**config.mk**
```make
export PLATFORM = sky130hd
export DESIGN_NAME = mem_loader
export DESIGN_NICKNAME = d
export VERILOG_FILES = /design/src/rtl/loader_pkg.sv /design/src/rtl/loader_csum.sv /design/src/rtl/mem_loader.sv
export SDC_FILE = /design/constraint.sdc
export NUM_CORES = 1
export LEC_CHECK = 0
export BUFFER_PORTS_ARGS = -buffer_cell sky130_fd_sc_hd__buf_2
export CELL_PAD_IN_SITES_DETAIL_PLACEMENT = 0
export CELL_PAD_IN_SITES_GLOBAL_PLACEMENT = 1
export CORE_ASPECT_RATIO = 1.4
export CORE_MARGIN = 4
export CORE_UTILIZATION = 42
export DETAILED_ROUTE_END_ITERATION = 12
export GPL_TIMING_DRIVEN = 1
export PLACE_DENSITY = 0.8
export SLEW_MARGIN = 10
export SYNTH_ARGS = -nofsm -noshare
export SYNTH_HDL_FRONTEND = slang
export SYNTH_SLANG_ARGS = --single-unit
export TNS_END_PERCENT = 30
```
**constraint.sdc**
```tcl
create_clock -name clk -period 3.7 [get_ports clk]
set_input_delay 0.185 -clock clk [delete_from_list [all_inputs] [get_ports clk]]
set_output_delay 0.185 -clock clk [all_outputs]
set_load 0.02 [all_outputs]
```
**src/rtl/loader_pkg.sv**
```systemverilog
// Shared types for the CPU memory loader: state encoding and stream data width.
package loader_pkg;

    localparam int unsigned DATA_W = 8;

    typedef enum logic [2:0] {
        IDLE    = 3'd0,
        LOAD    = 3'd1,
        CHECK   = 3'd2,
        RELEASE = 3'd3,
        DONE    = 3'd4
    } state_t;

endpackage

```
**src/rtl/loader_csum.sv**
```systemverilog
// Running 8-bit sum of the loaded image and compare against the trailing check byte.
// Instantiated by mem_loader only when MEM_LOADER_CHECKSUM_EN is defined.
module loader_csum
    import loader_pkg::*;
(
    input  logic              clk,
    input  logic              rst,
    input  logic              clr,
    input  logic              acc_en,
    input  logic [DATA_W-1:0] acc_data,
    input  logic              chk_en,
    input  logic [DATA_W-1:0] chk_data,
    output logic              csum_err
);

    logic [DATA_W-1:0] sum;

    always_ff @(posedge clk) begin
        if (rst || clr) begin
            sum      <= '0;
            csum_err <= 1'b0;
        end else begin
            if (acc_en) begin
                sum <= sum + acc_data;
            end
            if (chk_en) begin
                csum_err <= (chk_data != sum);
            end
        end
    end

endmodule

```
**src/rtl/mem_loader.sv**
```systemverilog
// Streams a boot image into CPU byte memory and holds the CPU in reset until it is in.
// Optional trailing checksum byte: define MEM_LOADER_CHECKSUM_EN.
module mem_loader
    import loader_pkg::*;
#(
    parameter int unsigned ADDR_W = 8,
    parameter int unsigned LEN_W  = 9
) (
    input  logic              clk,
    input  logic              rst,
    input  logic              start_i,
    input  logic [LEN_W-1:0]  len_i,
    input  logic              in_valid,
    input  logic [DATA_W-1:0] in_data,
    output logic              in_ready,
    output logic              mem_we,
    output logic [ADDR_W-1:0] mem_addr,
    output logic [DATA_W-1:0] mem_wdata,
    output logic              cpu_rst,
    output logic              busy,
    output logic              done,
    output logic              csum_err
);

    localparam int unsigned      DEPTH   = 2 ** ADDR_W;
    localparam logic [LEN_W-1:0] DEPTH_L = LEN_W'(DEPTH);

    state_t            state;
    logic [LEN_W-1:0]  len;
    logic [LEN_W-1:0]  count;
    logic [LEN_W-1:0]  count_nx;
    logic [LEN_W-1:0]  len_cl;
    logic [ADDR_W-1:0] addr;
    logic              start_ok;
    logic              hs_load;

    always_comb begin
        in_ready = (state == LOAD);
`ifdef MEM_LOADER_CHECKSUM_EN
        in_ready = in_ready || (state == CHECK);
`endif
    end

    assign busy     = (state inside {LOAD, CHECK, RELEASE});
    assign cpu_rst  = (state != DONE);
    assign done     = (state == DONE);
    assign start_ok = start_i && (state == IDLE || state == DONE);
    assign hs_load  = in_valid && in_ready && (state == LOAD);
    assign count_nx = count + LEN_W'(1);
    assign len_cl   = (len_i > DEPTH_L) ? DEPTH_L : len_i;

    always_ff @(posedge clk) begin
        if (rst) begin
            state     <= IDLE;
            len       <= '0;
            count     <= '0;
            addr      <= '0;
            mem_we    <= 1'b0;
            mem_addr  <= '0;
            mem_wdata <= '0;
        end else begin
            mem_we <= 1'b0;
            case (state)
                IDLE, DONE: begin
                    if (start_ok) begin
                        len   <= len_cl;
                        count <= '0;
                        addr  <= '0;
                        state <= (len_cl == '0) ? RELEASE : LOAD;
                    end
                end
                LOAD: begin
                    if (hs_load) begin
                        mem_we    <= 1'b1;
                        mem_addr  <= addr;
                        mem_wdata <= in_data;
                        addr      <= addr + ADDR_W'(1);
                        count     <= count_nx;
                        // Full-depth loads wrap addr to 0 here, but the FSM leaves LOAD first.
                        if (count_nx == len) begin
`ifdef MEM_LOADER_CHECKSUM_EN
                            state <= CHECK;
`else
                            state <= RELEASE;
`endif
                        end
                    end
                end
`ifdef MEM_LOADER_CHECKSUM_EN
                CHECK: begin
                    if (in_valid) begin
                        state <= RELEASE;
                    end
                end
`endif
                RELEASE: state <= DONE;
                default: state <= IDLE;
            endcase
        end
    end

`ifdef MEM_LOADER_CHECKSUM_EN
    loader_csum u_csum (
        .clk      (clk),
        .rst      (rst),
        .clr      (start_ok),
        .acc_en   (hs_load),
        .acc_data (in_data),
        .chk_en   ((state == CHECK) && in_valid),
        .chk_data (in_data),
        .csum_err (csum_err)
    );
`else
    assign csum_err = 1'b0;
`endif

endmodule

```
* Word level (Yosys, flattened, before mapping)
Cells that the tools add are included.
** Storage, ports and cells
- Bits in registers :: 46
- Latch bits :: 0
- Memory bits (writable) :: 0
- Memory bits (read-only) :: 0
- Input port bits :: 21
- Output and inout port bits :: 22
- Word-level logic and storage cells :: 47
- Memories :: 0
** Operators by class
- Add/subtract/negate cells :: 2
- Multipliers :: 0
- Divide/modulo/power cells :: 0
- Magnitude comparators :: 1
- Equality and inequality tests :: 9
- Shift-type cells :: 0
- Multiplexer cells :: 13
- Bitwise logic cells :: 1
- Reduce and logical (&&, ||, !) cells :: 14
** Operators with widths (number)
- $mux W9 :: 3
- $pmux W9 S2 :: 1
- $mux W8 :: 2
- $pmux W8 S2 :: 1
- $add A9 B1 Y9 const B :: 1
- $eq A9 B9 Y1 :: 1
- $gt A9 B9 Y1 const B :: 1
- $logic_not A9 Y1 :: 1
- $mux W3 :: 3
- $pmux W3 S3 :: 1
- $add A8 B1 Y8 const B :: 1
- $eq A3 B2 Y1 const B :: 2
- $reduce_and A3 Y1 :: 2
- $ne A2 B1 Y1 const B :: 2
- $reduce_and A2 Y1 :: 2
- $reduce_or A2 Y1 :: 2
- $eq A3 B1 Y1 const B :: 1
- $eq A3 B3 Y1 const B :: 1
- $logic_and A1 B1 Y1 :: 3
- $logic_not A3 Y1 :: 1
- $ne A3 B3 Y1 const B :: 1
- $reduce_bool A3 Y1 :: 1
- $mux W2 :: 1
- $ne A2 B2 Y1 const B :: 1
- 4 further kinds :: 4

* Depth between registers and ports, before layout
- Word-level depth :: 6
- Depth in mapped cells :: 7
- Depth with buffers taken out :: 6

* Least setup slack after synthesis
Ideal clock, no wire load.
- Path kind :: reg2reg
- Start point :: register count[0]
- End point :: register state[1]
- Library setup time :: 0.101 ns
- Arrival :: 1.596 ns
- Required time :: 3.599 ns
- Path slack :: 2.003 ns
- Stages on the path, launching flop included :: 7
- Buffers on the path :: 0
- Period minus slack after synthesis :: 1.697 ns
- Cells stage by stage :: dfxtp_1 ha_1 and3_1 nand3_1 o32ai_1 o22ai_1 o41ai_1
** Between the ends
- Word-level cells in the longest chain between the ends :: 4
** Ends and longest elaborated chain
- from (decl) :: line mem_loader.sv:30 : logic [LEN_W-1:0] count;
- from (signal assigned) :: line mem_loader.sv:78 : count <= count_nx;
- $add A9 B1 Y9 :: line mem_loader.sv:49 : assign count_nx = count + LEN_W'(1);
- $eq A9 B9 Y1 :: line mem_loader.sv:80 : if (count_nx == len) begin
- $ne A2 B1 Y1 (no line)
- $reduce_and A3 Y1 (no line)
- to (signal assigned) :: line mem_loader.sv:69 : state <= (len_cl == '0) ? RELEASE : LOAD;
- to (decl) :: line mem_loader.sv:28 : state_t state;
Every way passes these cells.
A chain may end at the register's enable or synchronous reset.

* Worst setup path in the final report
- Start point :: register state[0]
- End point :: register len[2]
** Between the ends
- Word-level cells in the longest chain between the ends :: 4
- Elaborated cells between the ends (all ways) :: 6
- Those cells by class :: eq/ne: 1; reduce/logical: 5
** Ends and longest elaborated chain
- $eq A3 B3 Y1 / $logic_not A3 Y1 (equally long branches) :: line mem_loader.sv:47, mem_loader.sv:63
- $logic_or A1 B1 Y1 :: line mem_loader.sv:47 : assign start_ok = start_i && (state == IDLE || state == DONE);
- $logic_and A1 B1 Y1 :: line mem_loader.sv:47
- $reduce_and A2 Y1 (no line) *
- to (signal assigned) :: line mem_loader.sv:66 : len <= len_cl;
- to (decl) :: line mem_loader.sv:29 : logic [LEN_W-1:0] len;
Every way passes the cells marked *; elsewhere a longest branch is shown, timed or not.

==> metrics <==
RSZ-0062 raised after global routing=no; commonest non-fill, non-tap cell in the layout=dfxtp_1; layout cells sized above 1=0.1840; CTS tree=done; synthesized area per cell=8.148 um^2; Residual DRC=0; most frequent cells in the layout=dfxtp_1 (46), buf_2 (41), nand2_1 (38); dpl cells=344; worst r2r src=state[0]$_SDFFE_PP0P_; crit path capture=len[2]$_SDFFE_PP0P_; Yosys cell types=44; initial core utilization=0.4307; first-pass GRT wire length=8321 um; maxcap violations=0; Slew HR=0.3728; Iter 0 DRT Violations=56; Nets=310; Row Count=30; synthesized net count=277; Ports=43; DIE HEIGHT=91.06 um; Die Span X=67.33 um; Placer Congestion=0.8550; final worst slack=1.717 ns; ant diodes=0; clock-pin slew on the worst setup and hold paths=0.08 ns; port bufs=41; CTS hold repair buffers=0; Max FO, Critical Path=8; min cycle time layout=1.983 ns; Tot GR Track Use=0.1765; clock tree buffer depth=2; Slew Limit Fails=0; worst hold path class=in -> reg; clk sinks=46; dpl hpwl=3228 um; FF-to-FF setup slack=1.72 ns; WL per Instance=13.65 um; Critical Path Start=state[0]$_SDFFE_PP0P_; Root Driver=clkbuf_8; initial antenna violation count=0; vias per inst=5.318; startpoint types=flop; WP data arrival=2.22 ns; Post-Synthesis Cells=254; floorplan core area=4805 um^2; Pleak=0.9714 nW; Tcrit/Tclk final=0.5359; reg-to-reg endpoint=len[2]$_SDFFE_PP0P_; clk_skew=0.007498 ns; VDD IR max=0.0002715 V; sequential area share after synthesis=0.4450; Max Fclk=504.4 MHz; number of global-route vias before repair=1826; Non-Filler Instances=352; total wire length=4806 um; PwrDens=388.0 nW/um^2; routed vias=1872; final hold viol count=0; setup violators final=0; worst endpoint required time=3.94 ns; largest net degree at the start of global routing=38; Tightest Pin Transition=0.9351 ns; setup repair bufs after CTS=0; Tot Pwr=923.7 uW; CTS buffer count=5; post-placement setup slack=1.723 ns; outcome=finished clean; Cell Area, Synth=2069 um^2; Filler cells=535; setup total negative slack=0 ns; Seq cells post-synth=46; clk_lat worst skew=0.30 ns; antenna-violating nets left=0; CP endpoint kind=flop; die area=6130 um^2; Post-CTS Resized=0; CTS H-Tree Depth=2; synthesis-to-layout area growth=15.05%; YS warnings=0; GRT Residual Overflow=0; Reg2Reg Depth=4; Crit Path Class=reg -> reg; drt pass-1 iters=4
==> state kept, by name, summed over array words and instances (netlist names) <==
signal / flops
len: 9
mem_addr: 8
state: 3
addr: 8
mem_we: 1
count: 9
mem_wdata: 8
==> layout make-up <==
| cell class | count | area (um^2) | area share |
|---|---|---|---|
| sequential | 46 | 920.9 | 0.3868 |
| clock inverter | 1 | 5.005 | 0.002102 |
| tap | 64 | 80.08 | 0.03363 |
| inverter | 3 | 11.26 | 0.004729 |
| timing repair buffer | 43 | 220.2 | 0.09249 |
| clock buffer | 7 | 86.33 | 0.03626 |
| multi-input combinational | 188 | 1057 | 0.4440 |
==> where the power goes <==
| group | internal (mW) | switching (mW) |
|---|---|---|
| Sequential | 0.506 | 0.00878 |
| Clock | 0.151 | 0.166 |
| Combinational | 0.0328 | 0.0600 |
==> cell usage after synthesis (all sizes together) <==
master	n	area share
a211oi	2	0.0073
a21boi	2	0.0073
a21o	1	0.0036
a21oi	37	0.089
a22o	8	0.034
a22oi	2	0.0073
a31oi	1	0.0030
and2	2	0.0060
and3	4	0.012
and4	1	0.0042
and4bb	1	0.0060
buf	4	0.014
clkbuf	13	0.025
conb	1	0.0018
dfxtp	46	0.44
ha	2	0.012
inv	3	0.0054
nand2	38	0.069
nand2b	2	0.0073
nand3	11	0.027
nand3b	2	0.0073
nand4	4	0.012
nor2	20	0.036
nor2b	1	0.0030
nor3	2	0.0048
nor3b	3	0.011
nor4	3	0.0091
o2111ai	1	0.0042
o211ai	1	0.0036
o21ai	11	0.027
o22ai	1	0.0030
o31ai	1	0.0036
o32ai	1	0.0042
o41ai	1	0.0042
or2	1	0.0030
or3	5	0.015
or3b	1	0.0042
or4	1	0.0036
xnor2	7	0.030
xor2	6	0.025
==> per-layer routing <==
metal  GRT usage  wire length [um]  up-vias
met1      0.2102              2126      871
met5           0                 0        -
met3     0.03342               202        8
met2      0.2920              2363       37
met4     0.09137               113        0
li1            -                 -      956
==> worst min-delay path by stage <==
stage               startpoint                         to  slack, ns  depth (start not counted)
detailed placement    len_i[0]        len[0]$_SDFFE_PP0P_       0.42                          2
floorplan             len_i[0]        len[0]$_SDFFE_PP0P_       0.31                          1
global placement      len_i[4]        len[4]$_SDFFE_PP0P_       0.41                          2
CTS                 in_data[4]  mem_wdata[4]$_SDFFE_PP0P_       0.10                          3
finish              in_data[6]  mem_wdata[6]$_SDFFE_PP0P_       0.12                          3
global route          len_i[1]        len[1]$_SDFFE_PP0P_       0.11                          2
==> kinds of logic (layout without fill, tap and decap cells) <==
group	after synthesis	after routing	synth area share
adders and majority gates	2	2	0.01209
AOI/OAI and AO/OA	70	70	0.2013
other	1	1	0.001812
xor gates and xnor gates	13	13	0.05502
buffers and inverters	20	54	0.04414
DFF	46	46	0.4450
and+or+nand+nor	102	102	0.2406
==> stage by stage <==
step           hold slack [ns]    util  cell area, um^2
2_1_floorplan           0.3107       -             2069
3_3_place_gp            0.4137  0.4766             2290
3_5_place_dp            0.4200  0.4766             2290
4_1_cts                 0.1028  0.4956             2381
5_1_grt                 0.1069  0.4956             2381
6_report                0.1163  0.4956             2381
==> worst max-delay path: stages (launching register included) <==
cell and delay, ns:
dfxtp_1 0.37, nor2_1 0.33, nand2_1 0.18, a211oi_1 0.81
a22o_1 0.24
Note: power is estimated with default switching activity, not from simulation.
